--- src/rtl/debug_panel_ctrl.sv ---
// Debug front panel: debounced step key, run/step/halt clock-enable FSM, step counter
// on the LEDs and a registered hex display of a selected probe word.
// Optional breakpoint halt is enabled by defining DEBUG_PANEL_BP_EN.
module debug_panel_ctrl #(
  parameter int NUM_CH          = 5,
  parameter int CH_SEL_W        = 3,
  parameter int NUM_HEX         = 6,
  parameter int DEBOUNCE_CYCLES = 50000,
  parameter int LED_W           = 8
) (
  input  logic                  clk,
  input  logic                  reset,
  input  logic                  run_mode_i,
  input  logic                  step_key_n_i,
  input  logic [CH_SEL_W-1:0]   chan_sel_i,
  input  logic                  page_sel_i,
  input  logic [NUM_CH*32-1:0]  probe_i,
  input  logic [31:0]           bp_addr_i,
  input  logic                  bp_valid_i,
  output logic                  cpu_en_o,
  output logic                  halted_o,
  output logic [NUM_HEX*7-1:0]  hex_o,
  output logic [LED_W-1:0]      led_o
);

  localparam int CNT_W      = $clog2(DEBOUNCE_CYCLES + 1);
  localparam int PAGE_SHIFT = 4 * NUM_HEX;
  localparam logic [CNT_W-1:0] DB_LAST = CNT_W'(DEBOUNCE_CYCLES - 1);

  typedef enum logic [1:0] {
    RUN        = 2'd0,
    STEP_IDLE  = 2'd1,
    STEP_PULSE = 2'd2,
    HALT       = 2'd3
  } state_t;

  function automatic logic [6:0] seg7(input logic [3:0] nib);
    logic [6:0] seg;
    case (nib)
      4'h0: seg = 7'h40;
      4'h1: seg = 7'h79;
      4'h2: seg = 7'h24;
      4'h3: seg = 7'h30;
      4'h4: seg = 7'h19;
      4'h5: seg = 7'h12;
      4'h6: seg = 7'h02;
      4'h7: seg = 7'h78;
      4'h8: seg = 7'h00;
      4'h9: seg = 7'h10;
      4'hA: seg = 7'h08;
      4'hB: seg = 7'h03;
      4'hC: seg = 7'h46;
      4'hD: seg = 7'h21;
      4'hE: seg = 7'h06;
      4'hF: seg = 7'h0E;
      default: seg = 7'h7F;
    endcase
    return seg;
  endfunction

  logic             key_s1_q, key_s2_q;
  logic             stable_q, stable_d;
  logic [CNT_W-1:0] db_cnt_q, db_cnt_d;
  logic             press_s;
  logic             bp_rise_s;
  state_t           state_q;
  logic             cpu_en_q, halted_q;
  logic [LED_W-1:0] step_q;
  logic [31:0]      word_s, page_word_s;
  logic [NUM_HEX*7-1:0] hex_d, hex_q;

  always_ff @(posedge clk) begin
    if (reset) begin
      key_s1_q <= 1'b1;
      key_s2_q <= 1'b1;
      stable_q <= 1'b1;
      db_cnt_q <= '0;
    end else begin
      key_s1_q <= step_key_n_i;
      key_s2_q <= key_s1_q;
      stable_q <= stable_d;
      db_cnt_q <= db_cnt_d;
    end
  end

  // Any cycle where the synced key agrees with the stable level restarts the count.
  always_comb begin
    stable_d = stable_q;
    db_cnt_d = '0;
    if (key_s2_q != stable_q) begin
      if (db_cnt_q == DB_LAST) begin
        stable_d = key_s2_q;
        db_cnt_d = '0;
      end else begin
        db_cnt_d = db_cnt_q + CNT_W'(1);
      end
    end else begin
      db_cnt_d = '0;
    end
  end

  assign press_s = stable_q & ~stable_d;

`ifdef DEBUG_PANEL_BP_EN
  logic match_s, match_q;
  assign match_s   = bp_valid_i && (probe_i[31:0] == bp_addr_i);
  assign bp_rise_s = match_s & ~match_q;

  always_ff @(posedge clk) begin
    if (reset) match_q <= 1'b0;
    else       match_q <= match_s;
  end
`else
  logic unused_bp_s;
  assign unused_bp_s = ^{bp_addr_i, bp_valid_i};
  assign bp_rise_s   = 1'b0;
`endif

  always_ff @(posedge clk) begin
    if (reset) begin
      state_q  <= STEP_IDLE;
      cpu_en_q <= 1'b0;
      halted_q <= 1'b0;
    end else begin
      case (state_q)
        RUN: begin
          if (bp_rise_s) begin
            state_q <= HALT; cpu_en_q <= 1'b0; halted_q <= 1'b1;
          end else if (!run_mode_i) begin
            state_q <= STEP_IDLE; cpu_en_q <= 1'b0; halted_q <= 1'b0;
          end else begin
            state_q <= RUN; cpu_en_q <= 1'b1; halted_q <= 1'b0;
          end
        end
        STEP_IDLE: begin
          halted_q <= 1'b0;
          if (run_mode_i) begin
            state_q <= RUN; cpu_en_q <= 1'b1;
          end else if (press_s) begin
            state_q <= STEP_PULSE; cpu_en_q <= 1'b1;
          end else begin
            state_q <= STEP_IDLE; cpu_en_q <= 1'b0;
          end
        end
        STEP_PULSE: begin
          halted_q <= 1'b0;
          if (run_mode_i) begin
            state_q <= RUN; cpu_en_q <= 1'b1;
          end else begin
            state_q <= STEP_IDLE; cpu_en_q <= 1'b0;
          end
        end
        HALT: begin
          if (press_s) begin
            state_q <= STEP_PULSE; cpu_en_q <= 1'b1; halted_q <= 1'b0;
          end else if (!run_mode_i) begin
            state_q <= STEP_IDLE; cpu_en_q <= 1'b0; halted_q <= 1'b0;
          end else begin
            state_q <= HALT; cpu_en_q <= 1'b0; halted_q <= 1'b1;
          end
        end
        default: begin
          state_q <= STEP_IDLE; cpu_en_q <= 1'b0; halted_q <= 1'b0;
        end
      endcase
    end
  end

  always_ff @(posedge clk) begin
    if (reset) step_q <= '0;
    else       step_q <= step_q + {{(LED_W-1){1'b0}}, cpu_en_q};
  end

  // Unpopulated channel codes read as zero; page-1 digits past bit 31 are blanked.
  always_comb begin
    word_s = 32'h0;
    for (int k = 0; k < NUM_CH; k++) begin
      if (chan_sel_i == CH_SEL_W'(k)) word_s = probe_i[32*k +: 32];
    end
    if (page_sel_i) page_word_s = word_s >> PAGE_SHIFT;
    else            page_word_s = word_s;
    hex_d = '1;
    for (int d = 0; d < NUM_HEX; d++) begin
      if (page_sel_i && (NUM_HEX + d >= 8)) hex_d[7*d +: 7] = 7'h7F;
      else                                  hex_d[7*d +: 7] = seg7(page_word_s[4*d +: 4]);
    end
  end

  always_ff @(posedge clk) begin
    if (reset) hex_q <= '1;
    else       hex_q <= hex_d;
  end

  assign cpu_en_o = cpu_en_q;
  assign halted_o = halted_q;
  assign led_o    = step_q;
  assign hex_o    = hex_q;

endmodule

--- config.mk ---
export PLATFORM = sky130hd
export DESIGN_NAME = debug_panel_ctrl
export DESIGN_NICKNAME = d
export VERILOG_FILES = /design/src/rtl/debug_panel_ctrl.sv
export SDC_FILE = /design/constraint.sdc
export NUM_CORES = 1
export LEC_CHECK = 0
export BUFFER_PORTS_ARGS = -buffer_cell sky130_fd_sc_hd__buf_2
export CORE_ASPECT_RATIO = 1.25
export CORE_MARGIN = 1.5
export CORE_UTILIZATION = 51
export DETAILED_ROUTE_END_ITERATION = 6
export HOLD_SLACK_MARGIN = 0.1
export PLACE_DENSITY_LB_ADDON = 0.12
export SYNTH_ARGS = -nofsm -noshare
export SYNTH_HDL_FRONTEND = slang
export SYNTH_SLANG_ARGS = --single-unit
--- constraint.sdc ---
create_clock -name clk -period 4.4 [get_ports clk]
set_input_delay 0 -clock clk [delete_from_list [all_inputs] [get_ports clk]]
set_output_delay 0 -clock clk [all_outputs]
set_load 0.005 [all_outputs]
==> impl_summary.log, run 1 <==
INFO  metric outcome = complete, no violations
INFO  metric worst-r2r-setup-slack = 2.54 ns
INFO  metric detailed_route_wire_length_per_cell = approximately 17 um
INFO  metric placed_cells_incl_taps = 858
INFO  metric critical_path_buf_inv_count = 2
INFO  metric clock_insertion_delay_at_the_later_pin_of_the_skew_report = approximately 0.33 ns
INFO  metric first_global_vias = between 4000 and 5000
INFO  metric tightest_slew = roughly 0.99 ns
INFO  metric place.port_buffers = ~220
INFO  metric fillerInstances = about 800
INFO  metric multiInputGateArea = around 3300 sq um
INFO  metric worst_setup_end_kind = flop
INFO  metric worstSetupStartpoint = chan_sel_i[0]
INFO  metric critical_path.slowest_cell = sky130_fd_sc_hd__buf_2
INFO  metric cts_buffers = 9
INFO  metric synth.ff_latch_count = 73
INFO  metric worst_r2r_path_depth = 5
INFO  metric required_time_worst_endpoint = around 4.6 ns
INFO  metric grt_util_all_layers = 27.4%
INFO  metric worst_setup_ep = hex_o[31]
INFO  metric grt_first_pass_wirelength = about 23000 um
INFO  metric cpPeakStageDelay = between 0.7 and 0.8 ns
INFO  metric fin_nets = a little under 1000
INFO  metric worstPathCellList = buf_2, mux4_2, a22oi_1, inv_1, ha_1, nor2b_1, a2111oi_0, a31oi_1
INFO  metric synth_ff_type = sky130_fd_sc_hd__dfxtp_1
INFO  metric fp.dieArea = 10600 sq um
INFO  metric vias = between 5000 and 6000
INFO  metric fin_crit = about 2.8 ns
INFO  metric synth_top_area_share = approximately 29%
INFO  metric max-vdd-ir-drop = between 0.15 and 0.2 mV
INFO  metric clock-root-buffer = sky130_fd_sc_hd__clkbuf_16
INFO  metric synth_seq_area_share = approximately 29%
INFO  metric most_area_hungry_cell_type_in_the_yosys_netlist = sky130_fd_sc_hd__dfxtp_1
INFO  metric reg_to_reg_startpoint = db_cnt_q[0]
INFO  metric cp_data_arrival_time = a little under 3 ns
INFO  metric synthArstFlopShare = 0%
INFO  metric synth_edf_count = 0
INFO  metric tritoncts = built
INFO  metric worst-setup-path-type = input pin to flop
INFO  metric critical_path_depth = 8
INFO  metric initial_drt_pass_iterations = 4
INFO  metric ctsHtreeMaxLevel = 3
INFO  metric setup_violations = 0
INFO  metric cts-root-to-sink-buffers = 2
INFO  metric grt_overflow = 0
INFO  metric drt_drc_violations_left = 0
INFO  metric clock_slew_at_reported_path_ffs = ~0.06 ns
INFO  metric finalHoldViolCount = 0
INFO  metric fin_crit_sh = 63.2%
INFO  metric slew_headroom = around 34%
INFO  metric initial_antenna_violation_count = 4
INFO  metric final_number_of_max_transition_violations = 0
INFO  metric routed_wirelength = 14600 um
INFO  metric clock_sinks = 73
INFO  metric post_synth_main_area_contributors = sky130_fd_sc_hd__dfxtp_1, sky130_fd_sc_hd__ha_1, sky130_fd_sc_hd__mux2i_1, sky130_fd_sc_hd__mux4_2, sky130_fd_sc_hd__nor2_1
INFO  metric unrepaired_setup_endpoints_after_global_routing = false
INFO  metric drt-initial-drc-count = between 200 and 250
INFO  metric timing.rr.end = db_cnt_q[14]
INFO  metric floorplan.core_area = around 9700 sq um
INFO  metric area.sequential = 1460 sq um
INFO  metric max-cap-violations = 0
INFO  metric syn_area_per_cell = just over 9 sq um
INFO  metric die-height = 115 um
INFO  metric postSynthCellCount = approximately 550
INFO  metric synth_fp_nets = around 790
INFO  metric max_clock_freq = between 0.3 and 0.4 GHz
INFO  metric avgViaCountPerCell = between 5 and 6
INFO  metric ant_nets = 0
INFO  metric totalNegativeSetupSlack = 0 ns
INFO  metric hold_path_class = input pin to flop
INFO  metric p_per_area = roughly 300 nW/um^2
INFO  metric synth_area = between 5000 and 6000 sq um
INFO  metric stdcell_count = ~880
INFO  metric place.detailed.hpwl = about 11000 um
INFO  metric layout-area-overhead-vs-synth = 27.6%
INFO  metric die_width = 92.4 um
INFO  metric family_of_cells_with_the_greatest_summed_delay_on_the_critical_path = compound AO/OA/AOI/OAI gates
INFO  metric warnings_from_yosys = 0
INFO  metric ios = ~250
INFO  metric critical_path_peak_fanout = 42
INFO  metric initial_utilization = between 50% and 60%
INFO  metric rows = 40
INFO  metric worst_setup_path_start_kind = input pin
INFO  metric place_congestion = 0.939
INFO  metric pin_count_of_the_biggest_net_entering_global_routing = between 40 and 50
INFO  metric total_power = approximately 1.9 mW
INFO  metric share_of_cells_above_drive_strength_1 = a little over a third
INFO  metric final.setup_skew = 0.00803 ns
INFO  metric power_leakage = a little under 3 nW
INFO  metric synthDistinctLibCells = 64
-- power by group --
| part | switching [mW] | total, mW | internal [mW] |
|---|---|---|---|
| Clock | 0.283 | 0.781 | 0.498 |
| Sequential | 0.0141 | 0.716 | 0.701 |
| Combinational | 0.232 | 0.441 | 0.210 |
-- flip-flops by register name (all words and copies together), names as in the netlist --
register	flops
hex_o	42
db_cnt_q	16
led_o	8
state_q	2
cpu_en_o	1
halted_o	1
key_s1_q	1
key_s2_q	1
stable_q	1
-- how the worst min path moves through the flow --
stage / from / endpoint / slack [ns] / cells after the start
2_1_floorplan: step_key_n_i / key_s1_q / 0.10 / 1
6_report: probe_i[146] / hex_o[34] / 0.13 / 3
5_1_grt: probe_i[138] / hex_o[18] / 0.15 / 3
3_3_place_gp: step_key_n_i / key_s1_q / 0.18 / 2
4_1_cts: probe_i[146] / hex_o[34] / 0.13 / 3
3_5_place_dp: step_key_n_i / key_s1_q / 0.21 / 2
-- synth_stat cells (12+ instances only) --
library cell	n
sky130_fd_sc_hd__ha_1	39
sky130_fd_sc_hd__nand3_1	12
sky130_fd_sc_hd__mux4_2	13
sky130_fd_sc_hd__dfxtp_1	73
sky130_fd_sc_hd__a21oi_1	17
sky130_fd_sc_hd__a22oi_1	12
sky130_fd_sc_hd__o21ai_0	28
sky130_fd_sc_hd__nor2b_1	21
sky130_fd_sc_hd__nor2_1	44
sky130_fd_sc_hd__o221ai_1	13
sky130_fd_sc_hd__nand2_1	20
sky130_fd_sc_hd__inv_1	21
sky130_fd_sc_hd__mux2i_1	39
-- cells in the final DEF, fill, tap and decap left out, drive strengths merged, types with 4 or more instances in the layout --
cell type,count
a2111oi,7
a211oi,11
a21oi,17
a22oi,17
a31oi,11
and3,7
and3b,4
buf,223
clkbuf,10
dfxtp,73
diode,5
ha,39
inv,22
mux2i,39
mux4,16
nand2,20
nand2b,11
nand3,12
nor2,45
nor2b,21
nor3,6
o211ai,4
o21ai,34
o221ai,13
o22ai,8
o311ai,4
or2,7
xnor2,10
xor2,11
-- cell families after synthesis --
logic type      Yosys count  synth area share [%]
mux                      57                  15.4
fa+ha+maj                39                  9.58
simple gates            152                  15.8
flops                    73                  28.7
xor+xnor                 21                  3.61
compound gates          146                  20.8
buf+inv                  58                  6.12
-- final cells by class --
| cell class | count | area share (%) |
|---|---|---|
| Multi-Input combinational cell | 415 | 51.1 |
| Sequential cell | 73 | 22.5 |
| Timing Repair Buffer | 225 | 17.6 |
| Clock buffer | 10 | 3.52 |
| Tap cell | 126 | 2.43 |
| Clock inverter | 6 | 1.41 |
| Inverter | 21 | 1.21 |
| Antenna cell | 5 | 0.193 |
-- through the flow --
step           utilization, %  hold slack [ns]  setup WS, ns  cell area, sq um
6_report                 67.3            0.133          1.62              6500
5_1_grt                  67.2            0.151          1.33              6490
4_1_cts                  67.1            0.126          1.58              6480
3_5_place_dp             63.6            0.205          1.24              6140
3_3_place_gp             63.6            0.183          1.36              6140
2_1_floorplan               -            0.104          2.13              5090
-- metal layers --
| metal | up-vias | track usage, % | part of all wire, % |
|---|---|---|---|
| met2 | 222 | 52.1 | 52 |
| met5 | - | 0 | 0.082 |
| met1 | 2320 | 28.1 | 37 |
| li1 | 2430 | - | - |
| met3 | 33 | 7.08 | 7.3 |
| met4 | 2 | 11.6 | 2.9 |
-- worst reg2reg max path, stage by stage, from the launching register on --
cell	delay, ns
sky130_fd_sc_hd__dfxtp_1	0.34
sky130_fd_sc_hd__ha_1	0.23
sky130_fd_sc_hd__and3_1	0.23
sky130_fd_sc_hd__and4_1	0.21
sky130_fd_sc_hd__or3_1	0.59
sky130_fd_sc_hd__a21oi_1	0.19
-- what timing repair did --
item / in CTS / in global routing
setup buffers: 0 / 0
gates resized for setup: 0 / 0
endpoints found under the hold margin: 4 / 0
hold buffers: 2 / 0
(Power assumes the default switching activity.)
==> run 2: changes to the inputs <==
--- a/config.mk
+++ b/config.mk
@@ -5,10 +5,11 @@
 export SDC_FILE = /design/constraint.sdc
 export NUM_CORES = 1
 export LEC_CHECK = 0
+export ABC_AREA = 1
 export BUFFER_PORTS_ARGS = -buffer_cell sky130_fd_sc_hd__buf_2
 export CORE_ASPECT_RATIO = 1.25
 export CORE_MARGIN = 1.5
-export CORE_UTILIZATION = 51
+export CORE_UTILIZATION = 44
 export DETAILED_ROUTE_END_ITERATION = 6
 export HOLD_SLACK_MARGIN = 0.1
 export PLACE_DENSITY_LB_ADDON = 0.12
==> constraint.sdc (replaced) <==
create_clock -name clk -period 2.5 [get_ports clk]
set_input_delay 0 -clock clk [delete_from_list [all_inputs] [get_ports clk]]
set_output_delay 0 -clock clk [all_outputs]
set_load 0.005 [all_outputs]
==> run 2 against run 1 <==
Synthesized area rose by 11%. Synthesized cell count rose by 70%. Critical path depth is 9 higher. Worst hold slack better by 0.062 ns. Critical endpoint is now hex_o[3].
==> impl_summary.log, run 2 <==
INFO  metric outcome = complete, no violations
INFO  metric die-height = 130 um (+13%)
INFO  metric final.setup_skew = 0.00568 ns (-0.00235 ns)
INFO  metric max-vdd-ir-drop = 0.383 mV (+110%)
INFO  metric fin_nets = 1390 (+41%)
INFO  metric yosysMostFrequentCell = sky130_fd_sc_hd__nand2_1
INFO  metric fp.dieArea = 13500 sq um (+28%)
INFO  metric diodes = 0 (-5)
INFO  metric worst_hold_startpoint = probe_i[92]
INFO  metric ctsHtreeMaxLevel = 3 (unchanged)
INFO  metric unrepaired_setup_endpoints_after_global_routing = false
INFO  metric most_area_hungry_cell_type_in_the_yosys_netlist = sky130_fd_sc_hd__dfxtp_1
INFO  metric postSynthCellCount = 929 (+70%)
INFO  metric avgViaCountPerCell = 4.84 (-15%)
INFO  metric fillerInstances = 1305 (+64%)
INFO  metric clock_insertion_delay_at_the_later_pin_of_the_skew_report = 0.33 ns (about the same)
INFO  metric pin_count_of_the_biggest_net_entering_global_routing = 49 (+14%)
INFO  metric setup_violations = 0 (unchanged)
INFO  metric required_time_worst_endpoint = 2.70 ns (-1.87 ns)
INFO  metric place.detailed.hpwl = 13300 um (+16%)
INFO  metric synth_top_area_share = 25.9% (-2.8 points)
INFO  metric worst-setup-path-type = input pin to flop
INFO  metric worst_r2r_path_depth = 8 (+3)
INFO  metric syn_area_per_cell = 6.07 sq um (-35%)
INFO  metric warnings_from_yosys = 0 (unchanged)
INFO  metric mostFrequentLayoutCell = sky130_fd_sc_hd__nand2_1
INFO  metric fin_crit = around 1.9 ns
INFO  metric synthArstFlopShare = 0% (unchanged)
INFO  metric cp_data_arrival_time = 2.06 ns (-0.89 ns)
INFO  metric hold_end = hex_o[8]
INFO  metric post_synth_most_frequent_cells = sky130_fd_sc_hd__nand2_1, sky130_fd_sc_hd__nand3_1, sky130_fd_sc_hd__inv_1
INFO  metric ant_nets = 0 (unchanged)
INFO  metric p_per_area = 504 nW/um^2 (+69%)
INFO  metric grt_util_all_layers = 24.7% (-2.7 points)
INFO  metric cts_buffers = 9 (unchanged)
INFO  metric total_power = 3.66 mW (+89%)
INFO  metric clock-root-buffer = sky130_fd_sc_hd__clkbuf_16
INFO  metric tritoncts = built
INFO  metric max_clock_freq = about 0.54 GHz
INFO  metric synth_ff_type = sky130_fd_sc_hd__dfxtp_1
INFO  metric clock_slew_at_reported_path_ffs = 0.05 ns (about the same)
INFO  metric place.port_buffers = 219 (unchanged)
INFO  metric detailed_route_wire_length_per_cell = 12.6 um (-24%)
INFO  metric floorplan.core_area = 12600 sq um (+30%)
INFO  metric place_congestion = 0.896 (-4.6%)
INFO  metric fin_crit_sh = approximately three quarters
INFO  metric synth.ff_latch_count = 73 (unchanged)
INFO  metric grt_first_pass_wirelength = 26900 um (+19%)
INFO  metric largest_register_ff_count = 42 (unchanged)
INFO  metric rows = 46 (+15%)
INFO  metric critical_path_peak_fanout = 16 (-62%)
INFO  metric finalHoldViolCount = 0 (unchanged)
INFO  metric cell_internal_pwr = 2.64 mW (+87%)
INFO  metric synth_fp_nets = 1169 (+49%)
INFO  metric synth_area = 5640 sq um (+11%)
INFO  metric combPwrFrac = 23.6% (+0.8 points)
INFO  metric power_leakage = 3.95 nW (+34%)
INFO  metric initial_antenna_violation_count = 0 (-4)
INFO  metric timing.rr.end = db_cnt_q[14]
INFO  metric clock_sinks = 73 (unchanged)
INFO  metric switching_share = 28.0% (+0.71 points)
INFO  metric initial_utilization = 44.8% (-8.0 points)
INFO  metric vias = 6401 (+28%)
INFO  metric tightest_slew = 0.679 ns (-0.312 ns)
INFO  metric drt-initial-drc-count = 202 (-14%)
INFO  metric routed_wirelength = 16700 um (+14%)
INFO  metric worst-r2r-setup-slack = 0.76 ns (-1.78 ns)
INFO  metric synth_seq_area_share = 25.9% (-2.8 points)
INFO  metric pwr-share-seq = 34.3% (-2.6 points)
INFO  metric reg_to_reg_startpoint = db_cnt_q[0]
INFO  metric clock_power_share = 42.1% (+1.8 points)
INFO  metric postCtsResizedCells = 0 (unchanged)
INFO  metric drt_drc_violations_left = 0 (unchanged)
INFO  metric share_of_cells_above_drive_strength_1 = 27.7% (-8.0 points)
INFO  metric grt_overflow = 0 (unchanged)
INFO  metric ios = 253 (unchanged)
INFO  metric worst_setup_end_kind = flop
INFO  metric worstSetupStartpoint = chan_sel_i[1]
INFO  metric synth_edf_count = 0 (unchanged)
INFO  metric slew_headroom = 54.7% (+21 points)
INFO  metric first_global_vias = 5821 (+20%)
INFO  metric worst_setup_path_start_kind = input pin
INFO  metric netSwitchingPower = 1.02 mW (+94%)
INFO  metric die_width = 104 um (+13%)
INFO  metric synthDistinctLibCells = 33 (-48%)
INFO  metric max-cap-violations = 0 (unchanged)
INFO  metric whs_path_depth = 7 (+4)
INFO  metric final_number_of_max_transition_violations = 0 (unchanged)
INFO  metric cts-root-to-sink-buffers = 2 (unchanged)
INFO  metric totalNegativeSetupSlack = 0 ns (unchanged)
INFO  metric layout-area-overhead-vs-synth = 28.8%
INFO  metric hold_path_class = input pin to flop
INFO  metric post-cts-setup-buffer-count = 0 (unchanged)
INFO  metric layout.cells.most_common_list = sky130_fd_sc_hd__nand2_1, sky130_fd_sc_hd__buf_2, sky130_fd_sc_hd__nand3_1
INFO  metric initial_drt_pass_iterations = 6 (+2)
INFO  metric post_synth_main_area_contributors = sky130_fd_sc_hd__dfxtp_1, sky130_fd_sc_hd__nand2_1, sky130_fd_sc_hd__nand3_1, sky130_fd_sc_hd__ha_1, sky130_fd_sc_hd__inv_1
==> run 2: cell count changes after synthesis, sizes merged, moves of 16 or more <==
cell,before,now
inv,21,128
nand3,12,106
nor2,45,104
nand2,20,332
mux2i,39,0
mux4,16,0
a22oi,17,0
nor2b,21,0
==> run 2: how the worst max path moves through the flow <==
stage	endpoint	slack, ns
5_1_grt	hex_o[4]	0.34
3_3_place_gp	hex_o[3]	0.32
3_5_place_dp	hex_o[24]	0.29
2_1_floorplan	hex_o[38]	0.77
6_report	hex_o[3]	0.65
4_1_cts	hex_o[24]	0.64
==> run 2: layout make-up <==
| type | instances | area, sq um | area share, % |
|---|---|---|---|
| inverter | 128 | 480 | 6.61 |
| clock buffer | 12 | 267 | 3.67 |
| tap | 168 | 210 | 2.89 |
| sequential | 73 | 1460 | 20.1 |
| multi-input combinational | 701 | 3510 | 48.3 |
| clock inverter | 4 | 97.6 | 1.34 |
| timing repair buffer | 237 | 1240 | 17.0 |
==> run 2: what timing repair did <==
action,in CTS,in global routing
hold buffers,3,0
hold endpoints to repair,12,0
endpoints found under the setup margin,0,0
==> run 2: metrics by stage <==
stage | cells | hold slack, ns | utilization (%) | cell area (sq um) | setup WS (ns)
2_1_floorplan | 929 | 0.104 | - | 5640 | 0.766
3_3_place_gp | 1304 | 0.188 | 54.5 | 6870 | 0.316
3_5_place_dp | 1304 | 0.186 | 54.5 | 6870 | 0.289
4_1_cts | 1323 | 0.190 | 57.6 | 7270 | 0.635
5_1_grt | 1323 | 0.268 | 57.6 | 7270 | 0.337
6_report | 1323 | 0.195 | 57.6 | 7270 | 0.649
==> run 2: power groups by stage <==
stage               clock (mW)  combinational, mW  sequential (mW)
finish                    1.54              0.865             1.25
global route              1.62              0.986             1.26
CTS                       1.56              0.867             1.26
detailed placement           0              0.859             1.28
global placement             0              0.856             1.28
floorplan                    0              0.527             1.29
==> run 2: worst max-delay path, stage by stage <==
cell and delay (ns):
sky130_fd_sc_hd__buf_2 0.18, sky130_fd_sc_hd__nor2_4 0.28, sky130_fd_sc_hd__nand2_1 0.10, sky130_fd_sc_hd__inv_2 0.28, sky130_fd_sc_hd__nand2_1 0.09, sky130_fd_sc_hd__nand2_1 0.08, sky130_fd_sc_hd__inv_1 0.03, sky130_fd_sc_hd__nand2_1 0.05
sky130_fd_sc_hd__nand2_1 0.05, sky130_fd_sc_hd__nand2_1 0.19, sky130_fd_sc_hd__inv_1 0.13, sky130_fd_sc_hd__ha_1 0.32, sky130_fd_sc_hd__inv_1 0.04, sky130_fd_sc_hd__nand2_1 0.05, sky130_fd_sc_hd__nand2_1 0.05, sky130_fd_sc_hd__nand2_1 0.06
sky130_fd_sc_hd__nand3_1 0.07
==> run 2: per-layer routing <==
layer  track usage, %  vias up  wire length [um]
li1                 -     3357                 -
met1             28.6     2811              7060
met2             45.0      201              8200
met3             4.48       32               940
met4             9.97        0               454
met5                0        -                 0
==> run 2: cells by family (layout without fill, tap and decap cells) <==
group / count (synthesis) / after routing / synth area share, %
compound gates: 80 / 80 / 7.69
xor+xnor: 4 / 4 / 0.621
fa+ha+maj: 39 / 39 / 8.65
buf+inv: 155 / 381 / 11.9
flops: 73 / 73 / 25.9
simple gates: 578 / 578 / 45.3
==> run 3: changes to the inputs <==
--- a/config.mk
+++ b/config.mk
@@ -5,11 +5,11 @@
 export SDC_FILE = /design/constraint.sdc
 export NUM_CORES = 1
 export LEC_CHECK = 0
-export ABC_AREA = 1
+export ABC_AREA = 0
 export BUFFER_PORTS_ARGS = -buffer_cell sky130_fd_sc_hd__buf_2
 export CORE_ASPECT_RATIO = 1.25
 export CORE_MARGIN = 1.5
-export CORE_UTILIZATION = 44
+export CORE_UTILIZATION = 42
 export DETAILED_ROUTE_END_ITERATION = 6
 export HOLD_SLACK_MARGIN = 0.1
 export PLACE_DENSITY_LB_ADDON = 0.12
==> constraint.sdc (replaced) <==
create_clock -name clk -period 1.5 [get_ports clk]
set_input_delay 0 -clock clk [delete_from_list [all_inputs] [get_ports clk]]
set_output_delay 0 -clock clk [all_outputs]
set_load 0.005 [all_outputs]
==> run 3 against run 2 <==
The run now ends with setup timing left. Worst setup slack worse by 0.72 ns. Clock-buffer cell count fell by 3. Worst hold slack worse by 0.058 ns. Core utilization up 21 points. Cell count decreased by 16%. Sequential power rose by 68%. Clock skew grew 0.0043 ns. Routed wire length up 12%. Critical path depth shrank 8. Global-route usage increased by 3.5 points. Critical path type unchanged. Critical endpoint is now hex_o[14]. Highest routed layer unchanged.
==> impl_summary.log, run 3 (synthesized netlist as in run 1, its figures left out) <==
INFO  metric outcome = complete, but fails checks
INFO  metric violations_in_the_final_reports = setup timing
INFO  metric die_width = 102 um (-2.7%)
INFO  metric pin_count_of_the_biggest_net_entering_global_routing = 26 (-47%)
INFO  metric fp.dieArea = 12800 sq um (-5.3%)
INFO  metric worst_setup_end_kind = flop
INFO  metric cts-root-to-sink-buffers = 2 (unchanged)
INFO  metric grt_first_pass_wirelength = 28600 um (+6.2%)
INFO  metric largest_register_ff_count = 42 (unchanged)
INFO  metric fillerInstances = 757 (-42%)
INFO  metric initial_antenna_violation_count = 2 (+2)
INFO  metric final_cell_area = 9220 sq um (+27%)
INFO  metric cts_buffers = 9 (unchanged)
INFO  metric routed_wirelength = 18600 um (+12%)
INFO  metric critical_path_peak_fanout = 8 (-8)
INFO  metric die-height = 126 um (-2.7%)
INFO  metric first_global_vias = 6104 (+4.9%)
INFO  metric worst-setup-path-type = input pin to flop
INFO  metric clock_sinks = 73 (unchanged)
INFO  metric max-cap-violations = 0 (unchanged)
INFO  metric required_time_worst_endpoint = 1.70 ns (-1.00 ns)
INFO  metric layout-area-overhead-vs-synth = 80.9%
INFO  metric ctsHtreeMaxLevel = 3 (unchanged)
INFO  metric mostFrequentLayoutCell = sky130_fd_sc_hd__buf_2
INFO  metric grt_util_all_layers = 28.2% (+3.5 points)
INFO  metric avgViaCountPerCell = 5.30 (+9.6%)
INFO  metric layout.cells.most_common_list = sky130_fd_sc_hd__buf_2, sky130_fd_sc_hd__buf_4, sky130_fd_sc_hd__dfxtp_1
INFO  metric clock_insertion_delay_at_the_later_pin_of_the_skew_report = 0.34 ns (about the same)
INFO  metric final_number_of_max_transition_violations = 0 (unchanged)
INFO  metric fin_nets = 1177 (-15%)
INFO  metric drt_drc_violations_left = 0 (unchanged)
INFO  metric rows = 44 (-4.3%)
INFO  metric slew_headroom = 74.7% (+20 points)
INFO  metric placed_cells_incl_taps = 1017 (-22%)
INFO  metric vias = 5858 (-8.5%)
INFO  metric stdcell_count = 1105 (-16%)
INFO  metric finalCoreUtilization = 78.6% (+21 points)
INFO  metric initial_drt_pass_iterations = 4 (-2)
INFO  metric tightest_slew = 0.378 ns (-0.301 ns)
INFO  metric final.setup_skew = 0.00997 ns (+0.00429 ns)
INFO  metric fin_crit = roughly 1.6 ns
INFO  metric initial_utilization = 43.4% (-1.3 points)
INFO  metric total_power = 6.38 mW (+74%)
INFO  metric worst_setup_path_start_kind = input pin
INFO  metric max-vdd-ir-drop = 0.814 mV (+110%)
INFO  metric share_of_cells_above_drive_strength_1 = 64.1% (+36 points)
INFO  metric unrepaired_setup_endpoints_after_global_routing = true
INFO  metric pre_cts_slack = -0.640 ns (-0.929 ns)
INFO  metric detailed_route_wire_length_per_cell = 16.9 um (+34%)
INFO  metric ios = 253 (unchanged)
INFO  metric worst_hold_margin = 0.137 ns (-0.0585 ns)
INFO  metric post_dp_cell_area = 7470 sq um (+8.7%)
INFO  metric grt_overflow = 0 (unchanged)
INFO  metric place.port_buffers = 219 (unchanged)
INFO  metric place_congestion = 0.884 (-1.3%)
INFO  metric floorplan.core_area = 11700 sq um (-7.0%)
INFO  metric tritoncts = built
INFO  metric cp_data_arrival_time = 1.77 ns (-0.29 ns)
INFO  metric drt-initial-drc-count = 194 (-4.0%)
INFO  metric power_leakage = 4.04 nW (+2.1%)
INFO  metric setup_violations = 11 (+11)
INFO  metric ant_nets = 0 (unchanged)
INFO  metric hold_path_class = input pin to flop
INFO  metric totalNegativeSetupSlack = -0.352 ns (-0.352 ns)
INFO  metric place.detailed.hpwl = 13200 um (-0.49%)
INFO  metric p_per_area = 692 nW/um^2 (+37%)
INFO  metric max_clock_freq = around 0.64 GHz
INFO  metric clock-root-buffer = sky130_fd_sc_hd__clkbuf_16
INFO  metric fin_crit_sh = 105%
INFO  metric clock_slew_at_reported_path_ffs = 0.05 ns (about the same)
INFO  metric finalHoldViolCount = 0 (unchanged)
INFO  metric setup_ws = -0.0693 ns (-0.718 ns)
==> run 3: cell types whose count changed in the layout (fill, tap and decap cells not counted), sizes merged, moves of 13 or more <==
| cell | previous run | this run |
|---|---|---|
| mux4 | 0 | 16 |
| o21ai | 47 | 34 |
| nand3 | 106 | 12 |
| nor2 | 104 | 45 |
| nor2b | 0 | 21 |
| a22oi | 0 | 17 |
| nand2 | 332 | 20 |
| buf | 234 | 414 |
| inv | 128 | 20 |
| mux2i | 0 | 39 |
| o221ai | 0 | 13 |
==> run 3: layer usage <==
metal / global-route usage (%) / up-vias / routed length, um
li1: - / 2814 / -
met1: 28.8 / 2778 / 6860
met2: 54.2 / 222 / 10200
met3: 6.27 / 44 / 1020
met4: 10.9 / 0 / 565
met5: 0 / - / 0
==> run 3: where the power goes <==
| part | internal, mW | switching [mW] | leakage (nW) | total (mW) |
|---|---|---|---|---|
| Combinational | 1.23 | 1.05 | 3.31 | 2.28 |
| Sequential | 2.06 | 0.0430 | 0.603 | 2.10 |
| Clock | 1.12 | 0.877 | 0.128 | 1.99 |
| Total | 4.41 | 1.97 | 4.04 | 6.38 |
==> run 3: final timing paths <==
kind                       from           to  slack [ns]  cells after the start
setup / recovery  chan_sel_i[0]    hex_o[14]       -0.07                      9
hold / removal     probe_i[138]    hex_o[18]        0.14                      3
setup reg to reg    db_cnt_q[0]  db_cnt_q[9]       -0.02                      6
hold reg to reg        key_s1_q     key_s2_q        0.42                      1
==> run 3: repair_timing <==
action                                 in CTS  in global routing
hold buffers                                2                  0
endpoints found under the hold margin       4                  0
setup endpoints to repair                  58                 57
setup buffers                              45                 22
gates resized for setup                   116                 90
pin swaps                                  55                 63
cloned                                      4                  1
==> run 3: worst max-delay path: stages <==
cell and delay [ns]:
sky130_fd_sc_hd__buf_12 0.12, sky130_fd_sc_hd__buf_12 0.14, sky130_fd_sc_hd__mux4_2 0.53, sky130_fd_sc_hd__a22oi_2 0.21, sky130_fd_sc_hd__inv_2 0.11, sky130_fd_sc_hd__ha_4 0.19, sky130_fd_sc_hd__or3_4 0.32, sky130_fd_sc_hd__o221ai_2 0.06
sky130_fd_sc_hd__nand2_1 0.08
==> run 3: cell type report <==
type	instances	area, sq um	share of cell area [%]
inverters	21	92.6	1.00
diodes	2	5.00	0.0543
well taps	161	201	2.19
clock inverters	7	46.3	0.502
multi-input cells	415	4280	46.4
clock buffers	9	225	2.44
flip-flops and latches	73	1470	15.9
repair buffers	417	2900	31.5
